**src/rtl/spi_boot_loader_if.sv**
```systemverilog
// SPI flash and RAM write-port bundle for spi_boot_loader; master = loader side,
// slave = flash/RAM side.
interface spi_boot_loader_if #(
  parameter int ADR_WIDTH = 13
);
  logic                 spi_sclk;
  logic [1:0]           spi_ss;
  logic                 spi_mosi;
  logic                 spi_miso;
  logic                 mem_we;
  logic [ADR_WIDTH-1:0] mem_adr;
  logic [31:0]          mem_dat;
  logic                 mem_ack;

  modport master (
    output spi_sclk, spi_ss, spi_mosi, mem_we, mem_adr, mem_dat,
    input  spi_miso, mem_ack
  );

  modport slave (
    input  spi_sclk, spi_ss, spi_mosi, mem_we, mem_adr, mem_dat,
    output spi_miso, mem_ack
  );
endinterface

```
**src/rtl/spi_boot_loader.sv**
```systemverilog
// Streams a length-prefixed image from SPI flash (read 0x03 @ 0) into RAM, then releases the CPU.
// Define BOOT_LOADER_WATCHDOG_EN to abort into ERR when a RAM write is not acked within 256 cycles.
module spi_boot_loader #(
  parameter int ADR_WIDTH = 13,
  parameter int CLK_DIV   = 2
) (
  input  logic              clk,
  input  logic              reset_n,
  spi_boot_loader_if.master bus,
  output logic              cpu_rst,
  output logic              done,
  output logic              err
);

  typedef enum logic [2:0] {IDLE, CMD, LEN, DATA, WRITE, DONE, ERR} state_t;

  localparam logic [7:0]  DIV_LAST = 8'(CLK_DIV - 1);
  localparam logic [31:0] READ_CMD = 32'h0300_0000;
  localparam logic [63:0] MAX_LEN  = 64'd4 << ADR_WIDTH;

  state_t               state_q, state_d;
  logic [7:0]           div_q, div_d;
  logic                 sclk_q, sclk_d;
  logic [4:0]           bitCnt_q, bitCnt_d;
  logic [31:0]          cmd_q, cmd_d;
  logic [31:0]          shift_q, shift_d;
  logic [31:0]          byteCnt_q, byteCnt_d;
  logic [31:0]          len_q, len_d;
  logic                 evt_q, evt_d;
  logic [ADR_WIDTH-1:0] adr_q, adr_d;
  logic [31:0]          dat_q, dat_d;

  logic        shifting;
  logic        tick;
  logic        rise;
  logic        fall;
  logic [31:0] byteInc;
  logic        lenBad;
  logic [31:0] padded;

`ifdef BOOT_LOADER_WATCHDOG_EN
  logic [7:0] wdog_q;

  always_ff @(posedge clk or negedge reset_n) begin
    if (!reset_n) begin
      wdog_q <= '0;
    end else if (state_q == WRITE) begin
      wdog_q <= wdog_q + 8'd1;
    end else begin
      wdog_q <= '0;
    end
  end
`endif

  assign shifting = (state_q == CMD) || (state_q == LEN) || (state_q == DATA);
  assign tick     = shifting && (div_q == DIV_LAST);
  assign rise     = tick && !sclk_q;
  assign fall     = tick && sclk_q;
  assign byteInc  = byteCnt_q + 32'd1;
  assign lenBad   = (shift_q < 32'd4) || ({32'h0, shift_q} > MAX_LEN);

  // Unreceived low-order bytes of a final partial word read as zero.
  always_comb begin
    case (byteCnt_q[1:0])
      2'd1:    padded = {shift_q[7:0], 24'h0};
      2'd2:    padded = {shift_q[15:0], 16'h0};
      2'd3:    padded = {shift_q[23:0], 8'h0};
      default: padded = shift_q;
    endcase
  end

  always_ff @(posedge clk or negedge reset_n) begin
    if (!reset_n) begin
      state_q   <= IDLE;
      div_q     <= '0;
      sclk_q    <= 1'b0;
      bitCnt_q  <= '0;
      cmd_q     <= '0;
      shift_q   <= '0;
      byteCnt_q <= '0;
      len_q     <= '0;
      evt_q     <= 1'b0;
      adr_q     <= '0;
      dat_q     <= '0;
    end else begin
      state_q   <= state_d;
      div_q     <= div_d;
      sclk_q    <= sclk_d;
      bitCnt_q  <= bitCnt_d;
      cmd_q     <= cmd_d;
      shift_q   <= shift_d;
      byteCnt_q <= byteCnt_d;
      len_q     <= len_d;
      evt_q     <= evt_d;
      adr_q     <= adr_d;
      dat_q     <= dat_d;
    end
  end

  // A completed command/word is flagged on the rising edge but acted on at the
  // following falling edge, so every sclk high phase keeps its full length.
  always_comb begin
    state_d   = state_q;
    div_d     = div_q;
    sclk_d    = sclk_q;
    bitCnt_d  = bitCnt_q;
    cmd_d     = cmd_q;
    shift_d   = shift_q;
    byteCnt_d = byteCnt_q;
    len_d     = len_q;
    evt_d     = evt_q;
    adr_d     = adr_q;
    dat_d     = dat_q;

    case (state_q)
      IDLE: begin
        state_d   = CMD;
        cmd_d     = READ_CMD;
        div_d     = '0;
        sclk_d    = 1'b0;
        bitCnt_d  = '0;
        byteCnt_d = '0;
        evt_d     = 1'b0;
      end

      CMD, LEN, DATA: begin
        if (tick) begin
          div_d  = '0;
          sclk_d = ~sclk_q;
        end else begin
          div_d = div_q + 8'd1;
        end

        if (rise) begin
          bitCnt_d = bitCnt_q + 5'd1;
          if (state_q == CMD) begin
            evt_d = (bitCnt_q == 5'd31);
          end else begin
            shift_d = {shift_q[30:0], bus.spi_miso};
            if (bitCnt_q[2:0] == 3'd7) begin
              byteCnt_d = byteInc;
              evt_d     = (byteInc[1:0] == 2'b00) ||
                          ((state_q == DATA) && (byteInc == len_q));
            end
          end
        end

        if (fall) begin
          if (state_q == CMD) begin
            cmd_d = {cmd_q[30:0], 1'b0};
          end
          if (evt_q) begin
            evt_d = 1'b0;
            if (state_q == CMD) begin
              state_d = LEN;
            end else if ((state_q == LEN) && lenBad) begin
              state_d = ERR;
            end else begin
              if (state_q == LEN) begin
                len_d = shift_q;
              end
              dat_d   = padded;
              state_d = WRITE;
            end
          end
        end
      end

      WRITE: begin
        if (bus.mem_ack) begin
          if (byteCnt_q == len_q) begin
            state_d = DONE;
          end else begin
            state_d = DATA;
            adr_d   = adr_q + ADR_WIDTH'(1);
          end
        end
`ifdef BOOT_LOADER_WATCHDOG_EN
        else if (wdog_q == 8'hFF) begin
          state_d = ERR;
        end
`endif
      end

      DONE, ERR: begin
        sclk_d = 1'b0;
      end

      default: begin
        state_d = IDLE;
      end
    endcase
  end

  assign bus.spi_sclk = sclk_q;
  assign bus.spi_ss   = {1'b1, ~(shifting || (state_q == WRITE))};
  assign bus.spi_mosi = cmd_q[31];
  assign bus.mem_we   = (state_q == WRITE);
  assign bus.mem_adr  = adr_q;
  assign bus.mem_dat  = dat_q;
  assign done         = (state_q == DONE);
  assign err          = (state_q == ERR);
  assign cpu_rst      = (state_q != DONE);

endmodule

```
**src/flat_wrapper.sv**
```systemverilog
// flat-port wrapper written by rule: the top's interface ports become plain ports
module spi_boot_loader_flat 
#(
  parameter int ADR_WIDTH = 13,
  parameter int CLK_DIV   = 2
)
  (clk, reset_n, cpu_rst, done, err, bus_spi_sclk, bus_spi_ss, bus_spi_mosi, bus_mem_we, bus_mem_adr, bus_mem_dat, bus_spi_miso, bus_mem_ack);
  spi_boot_loader_if #(.ADR_WIDTH(ADR_WIDTH)) bus_i ();
  input  logic clk;
  input  logic reset_n;
  output logic cpu_rst;
  output logic done;
  output logic err;
  output wire logic [$bits(bus_i.spi_sclk)-1:0] bus_spi_sclk;
  output wire logic [$bits(bus_i.spi_ss)-1:0] bus_spi_ss;
  output wire logic [$bits(bus_i.spi_mosi)-1:0] bus_spi_mosi;
  output wire logic [$bits(bus_i.mem_we)-1:0] bus_mem_we;
  output wire logic [$bits(bus_i.mem_adr)-1:0] bus_mem_adr;
  output wire logic [$bits(bus_i.mem_dat)-1:0] bus_mem_dat;
  input wire logic [$bits(bus_i.spi_miso)-1:0] bus_spi_miso;
  input wire logic [$bits(bus_i.mem_ack)-1:0] bus_mem_ack;
  assign bus_spi_sclk = bus_i.spi_sclk;
  assign bus_spi_ss = bus_i.spi_ss;
  assign bus_spi_mosi = bus_i.spi_mosi;
  assign bus_mem_we = bus_i.mem_we;
  assign bus_mem_adr = bus_i.mem_adr;
  assign bus_mem_dat = bus_i.mem_dat;
  assign bus_i.spi_miso = bus_spi_miso;
  assign bus_i.mem_ack = bus_mem_ack;
  spi_boot_loader #(.ADR_WIDTH(ADR_WIDTH), .CLK_DIV(CLK_DIV)) u_core (.clk(clk), .reset_n(reset_n), .bus(bus_i), .cpu_rst(cpu_rst), .done(done), .err(err));
endmodule
```
**config.mk**
```make
export PLATFORM = sky130hd
export DESIGN_NAME = spi_boot_loader_flat
export DESIGN_NICKNAME = d
export VERILOG_FILES = /design/src/rtl/spi_boot_loader_if.sv /design/src/rtl/spi_boot_loader.sv /design/src/flat_wrapper.sv
export SDC_FILE = /design/constraint.sdc
export NUM_CORES = 1
export LEC_CHECK = 0
export BUFFER_PORTS_ARGS = -buffer_cell sky130_fd_sc_hd__buf_2
export CELL_PAD_IN_SITES_DETAIL_PLACEMENT = 0
export CELL_PAD_IN_SITES_GLOBAL_PLACEMENT = 1
export CORE_UTILIZATION = 51
export CTS_CLUSTER_DIAMETER = 40
export CTS_CLUSTER_SIZE = 25
export DETAILED_ROUTE_END_ITERATION = 12
export GPL_TIMING_DRIVEN = 0
export PLACE_DENSITY = 0.88
export RECOVER_POWER = 50
export SLEW_MARGIN = 20
export SYNTH_ARGS = -nofsm -noshare
export SYNTH_HDL_FRONTEND = slang
export SYNTH_SLANG_ARGS = --single-unit
export TNS_END_PERCENT = 20
```
**constraint.sdc**
```tcl
create_clock -name clk -period 3.76 [get_ports clk]
set_input_delay 0.752 -clock clk [delete_from_list [all_inputs] [get_ports clk]]
set_output_delay 0.752 -clock clk [all_outputs]
set_load 0.02 [all_outputs]
```
# Word-level counts from Yosys, hierarchy flattened
# Index checks and enable logic that the tools add are counted.
# totals
register_bits	191
output_inout_bits	53
word_cells	100
# classes
add_sub_neg	4
magnitude_cmp	2
n_eq_ne	23
mux	27
bitwise	6
n_reduce_logical	27
# op_table
cell	count
2-to-1 mux 32 bit	5
one-hot mux 32 bit (2 select lines)	2
one-hot mux 32 bit (3 select lines)	1
== test 32 bit	2
adder 32 x 1 -> 32 bit, second input constant	1
> comparator 32 x 16 -> 1 bit, second input constant	1
< comparator 32 x 3 -> 1 bit, second input constant	1
one-hot mux 8 bit (2 select lines)	1
2-to-1 mux 3 bit	5
!= test 2 x 1 -> 1 bit, second input constant	7
adder 13 x 1 -> 13 bit, second input constant	1
== test 3 bit, second input constant	4
one-hot mux 3 bit (4 select lines)	1
one-hot mux 5 bit (2 select lines)	1
AND reduction 3 bit	3
adder 8 x 1 -> 8 bit, second input constant	1
== test 8 x 1 -> 1 bit, second input constant	1
2-to-1 mux 8 bit	1
AND reduction 4 bit	2
== test 3 x 2 -> 1 bit, second input constant	2
2-to-1 mux 1 bit	6
inverter 1 bit	6
AND reduction 6 bit	1
OR reduction 3 bit	2
19 further kinds	31

# Logic depth before layout (Yosys ltp)
# Gate-level depths: netlist of run 1.
# depth
depth_word	10
mapped_depth	11
depth_no_buf	10

# Worst setup path before layout of run 1
# Ideal clock, no wire load.
# synth_path
path_kind	flip-flop to flip-flop
startpoint	register u_core.div_q[1]
endpoint	register u_core.evt_q
setup_time_ps	76
arrival_time_ps	2423
required_time_ps	3684
slack_ps	1261
stages_incl_launch_ff	11
n_path_buf	0
period_less_slack_ps	2499
cell_sequence	dfrtp_1 > inv_1 > ha_1 > nor4b_4 > nand2_1 > nor4b_4 > nand2_2 > or4_1 > nor4_1 > nand4_1 > o21ai_1
# synth_via
elab_chain_cells	7
elab_cells_between_ends	8
cone_classes	1 x eq/ne; 4 x mux; 3 x reduce/logical
# synth_rtl
item	line_no	source
start: declaration	spi_boot_loader.sv:22	logic [7:0] div_q, div_d;
start signal: assignment	spi_boot_loader.sv:87	div_q <= div_d;
== test 8 x 1 -> 1 bit (*)	spi_boot_loader.sv:56	assign tick = shifting && (div_q == DIV_LAST);
logical AND 1 bit (*)	spi_boot_loader.sv:56	
logical AND 1 bit	spi_boot_loader.sv:57	assign rise = tick && !sclk_q;
2-to-1 mux 1 bit	spi_boot_loader.sv:134	if (rise) begin
2-to-1 mux 1 bit	spi_boot_loader.sv:152	if (evt_q) begin
2-to-1 mux 1 bit (*)	spi_boot_loader.sv:148	if (fall) begin
one-hot mux 1 bit (2 select lines) (*)	spi_boot_loader.sv:115	case (state_q)
end signal: assignment	spi_boot_loader.sv:94	evt_q <= evt_d;
end: declaration	spi_boot_loader.sv:29	logic evt_q, evt_d;
# Mark *: on every way between the ends. The rest lies on a longest branch, timed or not.
# A chain may end at the register's enable or synchronous reset.

# Worst setup path after layout of run 1
# layout_path
startpoint	register u_core.shift_q[3]
endpoint	register u_core.len_q[13]
# layout_via
elab_chain_cells	5
elab_cells_between_ends	6
cone_classes	2 x order compare; 1 x bitwise; 3 x reduce/logical
# layout_rtl
item	line_no	source
start: declaration	spi_boot_loader.sv:26	logic [31:0] shift_q, shift_d;
start signal: assignment	spi_boot_loader.sv:91	shift_q <= shift_d;
< comparator 32 x 3 -> 1 bit / > comparator 32 x 16 -> 1 bit (equally long branches)	spi_boot_loader.sv:60	assign lenBad = (shift_q < 32'd4) || ({32'h0, shift_q} > MAX_LEN);
logical OR 1 bit (*)	spi_boot_loader.sv:60	
logical AND 1 bit (*)	spi_boot_loader.sv:156	end else if ((state_q == LEN) && lenBad) begin
inverter 1 bit (no line) (*)	-	
AND reduction 6 bit (no line) (*)	-	
end signal: assignment	spi_boot_loader.sv:93	len_q <= len_d;
end: declaration	spi_boot_loader.sv:28	logic [31:0] len_q, len_d;
# Marks and branches as above.

==> results.md, run 1 <==
* Failing checks: capacitance limit, slew limit
* Clock Latency Late Sink at about 0.43 ns
* Sequential cell area at 4180 um^2
* Cell variety after synth at 57
* Final core utilization at 0.589
* 1st-iter DRT viols at around 640
* Main flop type after synthesis: dfrtp_1
* # resized after CTS at 0
* DRT Pass-1 Iters at 7
* # diodes at 0
* Cells after Synth at about 900
* Layout Cells excl Fill at ~1200
* Worst Skew at about 0.013 ns
* Peak VDD IR at 0.000312 V
* DRT antenna net count at 0
* Worst Tran Pin Value at between 2 and 2.5 ns
* Synth Register Bits at 167
* I/O Buffers at 55
* Synth Area in XOR/XNOR at 0.0741
* Syn Area/Cell at between 9 and 10 um^2
* Post-CTS Setup Bufs at 0
* Commonest cells after routing, fill and taps aside: dfrtp_1, nand2_1, o21ai_0, clkbuf_1, nor2_1
* Most used cell along the critical path: nand4_1
* Multi-input logic area at 4150 um^2
* Die Wd at 132 um
* Number of global-route vias before repair at roughly 6700
* CTS tree: done
* Effective utilization at floorplan at 0.522
* Ys async rst share at 1.00
* Wire per inst at 18.0 um
* Layout area overhead at 12.9%
* Antenna violations before repair at 0
* DP Area at about 9200 um^2
* WP data arrival at ~3.7 ns
* Hold_ws at 0.471 ns
* Crit. End Element: flip-flop
* Achievable Freq at 293 MHz
* Mapped Nets at about 910
* Final Max Tran Viols at between 90 and 100
* Routability cong. at 0.934
* Most common cell after layout, fill and taps aside: dfrtp_1
* Worst Path Max Fanout at 10
* Die ar. at roughly 17000 um^2
* Worst Setup Start Kind: flip-flop
* Htree depth at 4
* Largest family of logic cells by synthesized area: simple AND/OR/NAND/NOR gates
* Vias at 6922
* I/O pin cnt at 57
* Share of layout cells above drive strength 1 at 0.125
* Slew HR at -0.642
* Worst Reg-to-Reg Cells at 10
* Synth Area in Simple Gates at 0.190
* CTS root buf: clkbuf_16
* Post-DP HPWL at 15500 um
* Dpl cells at about 1200
* Critical path's slowest cell: nor3_1
* Synth Area in Adders at 0.0145
* Max-cap violations at 1
* Cell Rows at between 40 and 50
* Min Tclk post-route at approximately 3.4 ns
* Ys Warns at 0
* CP Cell Sequence: nor4_1 -> nand4_1 -> mux2i_1 -> nand4_1 -> nand3_1 -> nand2_1 -> clkbuf_1 -> nor3_1 -> buf_2 -> mux2_2
* Fin crit share at 0.908
* Sequential element share of the synthesized area at 0.485
* Layout Cell Area excl Fill at around 10000 um^2
* Post-synthesis mux area share at 0.0675
* Final WL at between 20000 and 25000 um
* Setup violators final at 0
* First-pass GRT wire length at about 36000 um
* Die Span Y at around 130 um
* Net count, final at 987
* Clk sinks at 167
* Synthesized area at 8620 um^2
* Worst path max stage delay at 0.61 ns
* Cts hold-fix bufs at 0
* Status: complete, but fails checks
* Via/cell ratio at 5.74
* Filler instances at between 1500 and 2000
* Hold Vio Cnt, Final at 0
* Hold WC Path Type: flip-flop to flip-flop
* Worst EP required at between 4 and 5 ns
* RSZ-0062 raised after global routing: false
* CP Class: flip-flop to flip-flop
* Buf/Inv on CP at 2
* Compound-Gate Fraction of Synth Area at 0.135
* Num CTS Buffers at 17
* Clk slew on worst S/H paths at approximately 0.070 ns
* CP delay by family, top: simple AND/OR/NAND/NOR gates
* Core region area at around 17000 um^2
* GRT Resource Usage Total at 0.262
* EDFF count, synth at 0
* DR DRC count at 0
* Leakage at around 0.0042 uW
* PwrDens at around 420 nW/um^2
* CP Depth at 10
* Largest net degree at the start of global routing at between 90 and 100
* Worst-case clock buffer depth at 2
* Grt total ovfl at 0
* Hold Path Depth at 1
-- metrics by stage --
stage                     TNS, ns  total power, uW  setup slack, ns
after floorplan                 0             2290             1.26
after global placement    -109.12             2420           -0.671
after detailed placement        0             2430            0.374
after CTS                       0             4140            0.334
after global routing            0             4270            0.169
final                           0             4100            0.348
-- routing by layer --
layer / vias up / wire [um] / GRT usage
met5: - / 0 / 0
met4: 0 / 346 / 0.0872
met3: 27 / 948 / 0.0488
met2: 190 / 10200 / 0.416
met1: 3373 / 10100 / 0.363
li1: 3332 / - / -
-- cell type report --
class | count | share of cell area
sequential | 167 | 0.429
multi-input combinational | 655 | 0.426
timing repair buffer | 56 | 0.0278
tap | 220 | 0.0283
clock buffer | 19 | 0.0445
buffer | 58 | 0.0234
clock inverter | 13 | 0.0138
inverter | 18 | 0.00694
-- where the power goes --
part / switching [uW] / internal, uW
registers: 112 / 1890
clock network: 765 / 933
logic: 244 / 153
-- sequential cells by signal, indices dropped and copies added (netlist names) --
register             flops
u_core.bitCnt_q          5
u_core.bus.mem_adr      13
u_core.bus.mem_dat      32
u_core.bus.spi_sclk      1
u_core.byteCnt_q        32
u_core.cmd_q             8
u_core.div_q             8
u_core.evt_q             1
u_core.len_q            32
u_core.shift_q          32
u_core.state_q           3
-- cell usage after synthesis (all sizes together) (2+ instances only) --
library cell	instances	area, um^2
nand3b	2	15.0
dfrtp	167	4180
nor2b	16	100
nand3	44	220
a21o	3	22.5
or4	4	30.0
nor3	13	65.1
xnor2	52	455
a31oi	2	12.5
o22ai	3	18.8
xor2	21	184
mux2	49	552
nor2	61	236
a211oi	3	22.5
or2	4	25.0
nor4b	2	47.6
o31ai	18	135
and3	19	119
a22oi	16	120
a21oi	32	160
nand2b	4	25.0
ha	10	125
or3	2	12.5
o211ai	3	22.5
clkbuf	52	195
a222oi	9	90.1
inv	18	67.6
nand4	21	138
buf	6	32.5
and4	7	61.3
o21ai	90	450
mux2i	3	30.0
and2	4	25.0
nand2	111	419
nor4	12	81.3
-- final timing paths --
| kind | slack, ns | to | start |
|---|---|---|---|
| worst max-delay path | 0.35 | u_core.len_q[13] | u_core.shift_q[3] |
| worst min-delay path | 0.47 | u_core.bus.mem_adr[12] | u_core.bus.mem_adr[12] |
| worst max register to register | 0.35 | u_core.len_q[13] | u_core.shift_q[3] |
| worst min register to register | 0.47 | u_core.bus.mem_adr[12] | u_core.bus.mem_adr[12] |
| max in group asynchronous | 1.23 | u_core.bus.mem_dat[29] | reset_n |
| min in group asynchronous | 1.07 | u_core.len_q[24] | reset_n |
-- cells by family (layout without fill, tap and decap cells) --
logic type | after synthesis | after routing
AOI/OAI and AO/OA | 191 | 191
xor gates and xnor gates | 73 | 73
adders and majority gates | 10 | 10
buffers and inverters | 76 | 164
DFF | 167 | 167
muxes | 52 | 52
other | 1 | 1
and+or+nand+nor | 328 | 328
Note: power is estimated with default switching activity, not from simulation.
==> run 2, diff against run 1 <==
--- a/config.mk
+++ b/config.mk
@@ -12,7 +12,7 @@
 export CTS_CLUSTER_DIAMETER = 40
 export CTS_CLUSTER_SIZE = 25
 export DETAILED_ROUTE_END_ITERATION = 12
-export GPL_TIMING_DRIVEN = 0
+export GPL_TIMING_DRIVEN = 1
 export PLACE_DENSITY = 0.88
 export RECOVER_POWER = 50
 export SLEW_MARGIN = 20
==> run 2 against run 1 <==
  * Largest power group unchanged
  * Critical endpoint is now u_core.len_q[12]
  * The run still ends with capacitance limit, slew limit left
  * Flip-flop and latch count did not move
  * Clock power rose by 7%
  * Non-clock buffer count fell by 47
==> results.md, run 2 (synthesis results as in run 1) <==
* Status: complete, but fails checks
* Failing checks: capacitance limit, slew limit
* Most common cell after layout, fill and taps aside: dfrtp_1
* Hold Vio Cnt, Final at 0
* Die ar. at 17400 um^2
* Gate power share at 0.090
* Clock network power share at 0.432
* Cell Rows at 47
* Share of layout cells above drive strength 1 at 0.141
* Wire per inst at approximately 18 um
* CP delay by family, top: simple AND/OR/NAND/NOR gates
* Post-Place Setup Slack at between 0.8 and 0.9 ns
* Grt total ovfl at 0
* Cts hold-fix bufs at 0
* Dpl cells at between 1000 and 1500
* Largest net degree at the start of global routing at between 70 and 80
* Post-CTS Setup Bufs at 0
* 1st-iter DRT viols at between 600 and 700
* Clk sinks at between 150 and 200
* I/O pin cnt at between 50 and 60
* Setup violators final at 0
* Worst EP required at 4.07 ns
* Critical path's slowest cell: dfrtp_1
* Via/cell ratio at about 5.9
* Sequential cell area at ~4200 um^2
* Worst Skew at between 0.01 and 0.015 ns
* Sw Share at 0.271
* Buf/Inv on CP at 1
* Cell Int Power at 3080 uW
* Core region area at approximately 17000 um^2
* Commonest cells after routing, fill and taps aside: dfrtp_1, nand2_1, o21ai_0, nor2_1, xnor2_1
* Filler instances at about 1500
* Min Tclk post-route at 2.98 ns
* Worst Path Max Fanout at 32
* Effective utilization at floorplan at 0.522
* Net count, final at 940
* PwrDens at 438 nW/um^2
* CP Class: flip-flop to flip-flop
* CP Cell Sequence: nor2_1 -> nor2_1 -> nand3_1 -> nor3_1 -> nand2_2 -> nor3_2 -> buf_4 -> mux2_2
* Total negative slack at 0 ns
* Number of global-route vias before repair at roughly 6500
* RSZ-0062 raised after global routing: false
* Most used cell along the critical path: nor2_1
* Achievable Freq at 336 MHz
* Fin crit share at 0.792
* Post-route worst setup slack at 0.783 ns
* Clock Latency Late Sink at 0.43 ns
* Seq pwr share at 0.479
* First-pass GRT wire length at ~35000 um
* Final WL at 20700 um
* Die Wd at roughly 130 um
* GRT Resource Usage Total at 0.251
* Vias at between 6000 and 7000
* Routability cong. at about 0.9
* Crit. End Element: flip-flop
* Hold WC Path Type: flip-flop to flip-flop
* Worst Setup Start Kind: flip-flop
* Slew HR at -0.235
* Worst Tran Pin Value at ~1.9 ns
* Worst path max stage delay at ~0.57 ns
* Psw at around 1100 uW
* Num CTS Buffers at 17
* Final Max Tran Viols at 72
* CTS tree: done
* Htree depth at 4
* Post-DP HPWL at 14100 um
* Max-cap violations at 1
* Layout area overhead at 11.8%
* DRT antenna net count at 0
* Antenna violations before repair at 0
* Clk slew on worst S/H paths at about 0.070 ns
* # resized after CTS at 0
* Die Span Y at approximately 130 um
* Worst-case clock buffer depth at 2
* CTS root buf: clkbuf_16
* Layout Cells excl Fill at approximately 1200
* Peak VDD IR at roughly 0.00031 V
* DRT Pass-1 Iters at 7
* Multi-input logic area at 4160 um^2
* WP data arrival at 3.28 ns
* Leakage at about 0.0042 uW
* # diodes at 0
* I/O Buffers at between 50 and 60
* DR DRC count at 0
## run 2: changes by cell type in the layout (fill, tap and decap cells not counted), moves of 2 or more
cell and delta:
buf_2 -4, buf_4 +9, clkbuf_1 -54, clkinv_4 +2
clkinvlp_4 -2, clkbuf_8 +2
## run 2: path summary, 6_finish.rpt
| kind | to | from | cells past startpoint | slack [ns] |
|---|---|---|---|---|
| worst max-delay path | u_core.len_q[12] | u_core.state_q[1] | 8 | 0.78 |
| worst min-delay path | u_core.bus.mem_adr[12] | u_core.bus.mem_adr[12] | 1 | 0.48 |
| worst max register to register | u_core.len_q[12] | u_core.state_q[1] | 8 | 0.78 |
| worst min register to register | u_core.bus.mem_adr[12] | u_core.bus.mem_adr[12] | 1 | 0.48 |
| max in group asynchronous | u_core.div_q[7] | reset_n | 2 | 1.30 |
| min in group asynchronous | u_core.byteCnt_q[9] | reset_n | 1 | 0.81 |
## run 2: cell type report
type	instances	share of cell area
Clock buffer	20	0.0474
Clock inverter	12	0.0164
Inverter	18	0.00701
Multi-Input combinational cell	655	0.431
Sequential cell	167	0.434
Tap cell	220	0.0286
Timing Repair Buffer	67	0.0357
## run 2: power groups by stage
| stage | Combinational [uW] | Sequential [uW] | Clock, uW |
|---|---|---|---|
| 4_1_cts | 383 | 2020 | 1850 |
| 3_3_place_gp | 376 | 2050 | 0 |
| 6_report | 380 | 2020 | 1820 |
| 3_5_place_dp | 382 | 2050 | 0 |
| 5_1_grt | 428 | 2040 | 1930 |
| 2_1_floorplan | 271 | 2020 | 0 |
## run 2: layer usage
metal / GRT usage / vias to the layer above / wire [um]
li1: - / 3249 / -
met1: 0.349 / 3329 / 9590
met2: 0.402 / 191 / 9790
met3: 0.0477 / 29 / 955
met4: 0.0717 / 0 / 355
met5: 0 / - / 0
## run 2: through the flow
stage / hold slack (ns) / area, um^2 / util / power (uW)
3_3_place_gp: 0.454 / 9060 / 0.548 / 2420
3_5_place_dp: 0.458 / 9060 / 0.548 / 2430
4_1_cts: 0.360 / 9680 / 0.586 / 4250
2_1_floorplan: 0.448 / 8620 / - / 2290
6_report: 0.477 / 9640 / 0.583 / 4220
5_1_grt: 0.502 / 9640 / 0.583 / 4390
==> run 3, diff against run 2 <==
--- a/config.mk
+++ b/config.mk
@@ -8,12 +8,12 @@
 export BUFFER_PORTS_ARGS = -buffer_cell sky130_fd_sc_hd__buf_2
 export CELL_PAD_IN_SITES_DETAIL_PLACEMENT = 0
 export CELL_PAD_IN_SITES_GLOBAL_PLACEMENT = 1
-export CORE_UTILIZATION = 51
+export CORE_UTILIZATION = 48
 export CTS_CLUSTER_DIAMETER = 40
 export CTS_CLUSTER_SIZE = 25
 export DETAILED_ROUTE_END_ITERATION = 12
 export GPL_TIMING_DRIVEN = 1
-export PLACE_DENSITY = 0.88
+export PLACE_DENSITY = 0.84
 export RECOVER_POWER = 50
 export SLEW_MARGIN = 20
 export SYNTH_ARGS = -nofsm -noshare
==> constraint.sdc (replaced) <==
create_clock -name clk -period 2.8 [get_ports clk]
set_input_delay 0.56 -clock clk [delete_from_list [all_inputs] [get_ports clk]]
set_output_delay 0.56 -clock clk [all_outputs]
set_load 0.02 [all_outputs]
==> run 3 against run 2 <==
  * The run still ends with capacitance limit, slew limit left
  * Core utilization down 2.0 points
  * Clock skew down 0.0011 ns
  * Sequential share of layout area down 0.77 points
  * Critical endpoint is now done
==> results.md, run 3 (synthesis results as in run 1) <==
* Die ar. at roughly 19000 um^2
* GRT Resource Usage Total at 0.242
* Wire length on met1 at roughly 10000 um
* Worst Skew at 0.0108 ns
* Crit. End Element: primary output
* CTS root buf: clkbuf_16
* CP Cell Sequence: inv_1 -> or2_2 -> inv_1 -> buf_2
* Worst EP required at ~2.2 ns
* Critical path's slowest cell: dfrtp_1
* Wire per inst at 17.9 um
* Vias at between 6000 and 7000
* CTS tree: done
* Antenna violations before repair at 0
* Leakage at 0.00433 uW
* Final WL at 21300 um
* CP delay by family, top: flip-flops
* Grt total ovfl at 0
* Share of layout cells above drive strength 1 at 0.163
* Worst Tran Pin Value at around 1.6 ns
* WP data arrival at 2.07 ns
* Hold Vio Cnt, Final at 0
* Post-CTS Setup Bufs at 0
* # diodes at 0
* Top sig layer: met4
* Clock Latency Late Sink at between 0.4 and 0.5 ns
* CP Class: flip-flop to primary output
* I/O Buffers at 55
* Effective utilization at floorplan at 0.495
* Largest net degree at the start of global routing at 65
* Fin crit share at 0.938
* WL met3 at ~980 um
* PwrDens at between 500 and 600 nW/um^2
* Total negative slack at 0 ns
* Via/cell ratio at between 5 and 6
* Status: complete, but fails checks
* Die Span Y at roughly 140 um
* Failing checks: capacitance limit, slew limit
* Layout area overhead at 13.8%
* RSZ-0062 raised after global routing: false
* Cell Rows at between 40 and 50
* Hold WC Path Type: primary input to flip-flop
* Net count, final at 967
* Cts hold-fix bufs at 0
* Number of global-route vias before repair at between 6000 and 7000
* First-pass GRT wire length at approximately 34000 um
* Worst Path Max Fanout at 19
* Achievable Freq at 381 MHz
* 1st-iter DRT viols at roughly 510
* Min Tclk post-route at approximately 2.6 ns
* Buf/Inv on CP at 3
* Worst-case clock buffer depth at 2
* Core region area at roughly 17000 um^2
* Worst path max stage delay at approximately 0.77 ns
* Dpl cells at ~1200
* Power Total at ~5600 uW
* Slew HR at -0.0409
* Final Max Tran Viols at between 60 and 70
* Final core utilization at 0.563
* Worst Setup Start Kind: flip-flop
* DR DRC count at 0
* Max-cap violations at 1
* Layout Cells excl Fill at 1191
* DR WL met2 at 10100 um
* Commonest cells after routing, fill and taps aside: dfrtp_1, nand2_1, o21ai_0, nor2_1, xnor2_1
* I/O pin cnt at between 50 and 60
* Num CTS Buffers at 17
* Routability cong. at between 0.9 and 1
* Post-DP HPWL at 14900 um
* Htree depth at 4
* DRT antenna net count at 0
* Most common cell after layout, fill and taps aside: dfrtp_1
* Peak VDD IR at between 0.0007 and 0.0008 V
* Most used cell along the critical path: inv_1
* Clk sinks at between 150 and 200
* Setup violators final at 0
* Clk slew on worst S/H paths at about 0.070 ns
* Die Wd at 136 um
* Hold_ws at 0.363 ns
* DRT Pass-1 Iters at 7
## run 3: cell types whose count changed in the layout (fill, tap and decap cells not counted), sizes merged
cell	previous run	this run
clkinvlp	0	1
bufinv	2	1
inv	24	26
buf	40	62
clkbuf	47	50
## run 3: per-stage QoR
| step | setup WS [ns] | area [um^2] |
|---|---|---|
| floorplan | 0.301 | 8620 |
| global placement | 0.177 | 9300 |
| detailed placement | 0.105 | 9300 |
| CTS | 0.103 | 9880 |
| global route | 0.0156 | 9810 |
| finish | 0.173 | 9810 |
## run 3: cell type report
type,count,area (um^2)
clock buffers,18,429
multi-input cells,655,4170
inverters,18,67.6
repair buffers,94,533
fillers,1553,7600
well taps,225,282
flip-flops and latches,167,4180
clock inverters,14,156
## run 3: metal layers
layer	GRT usage	up-vias
met5	0	-
met1	0.326	3361
met3	0.0526	40
li1	-	3297
met2	0.387	193
met4	0.0747	0
## run 3: final timing paths
path	cells past startpoint	to	from	slack, ns
hold / removal	2	u_core.shift_q[0]	bus_spi_miso	0.36
setup / recovery	4	done	u_core.state_q[2]	0.17
max in group asynchronous	2	u_core.cmd_q[29]	reset_n	0.69
setup reg to reg	8	u_core.evt_q	u_core.byteCnt_q[0]	0.18
hold reg to reg	1	u_core.bus.mem_adr[12]	u_core.bus.mem_adr[12]	0.47
min in group asynchronous	1	u_core.len_q[30]	reset_n	0.52
## run 3: what timing repair did
| item | CTS | global route |
|---|---|---|
| endpoints found under the setup margin | 0 | 8 |
| hold endpoints to repair | 0 | 0 |
| resized for setup | 0 | 3 |
## run 3: where the power goes
group | switching (uW) | internal, uW | leakage [uW]
logic | 315 | 207 | 0.00175
clock network | 1070 | 1270 | 0.000286
registers | 166 | 2540 | 0.00229
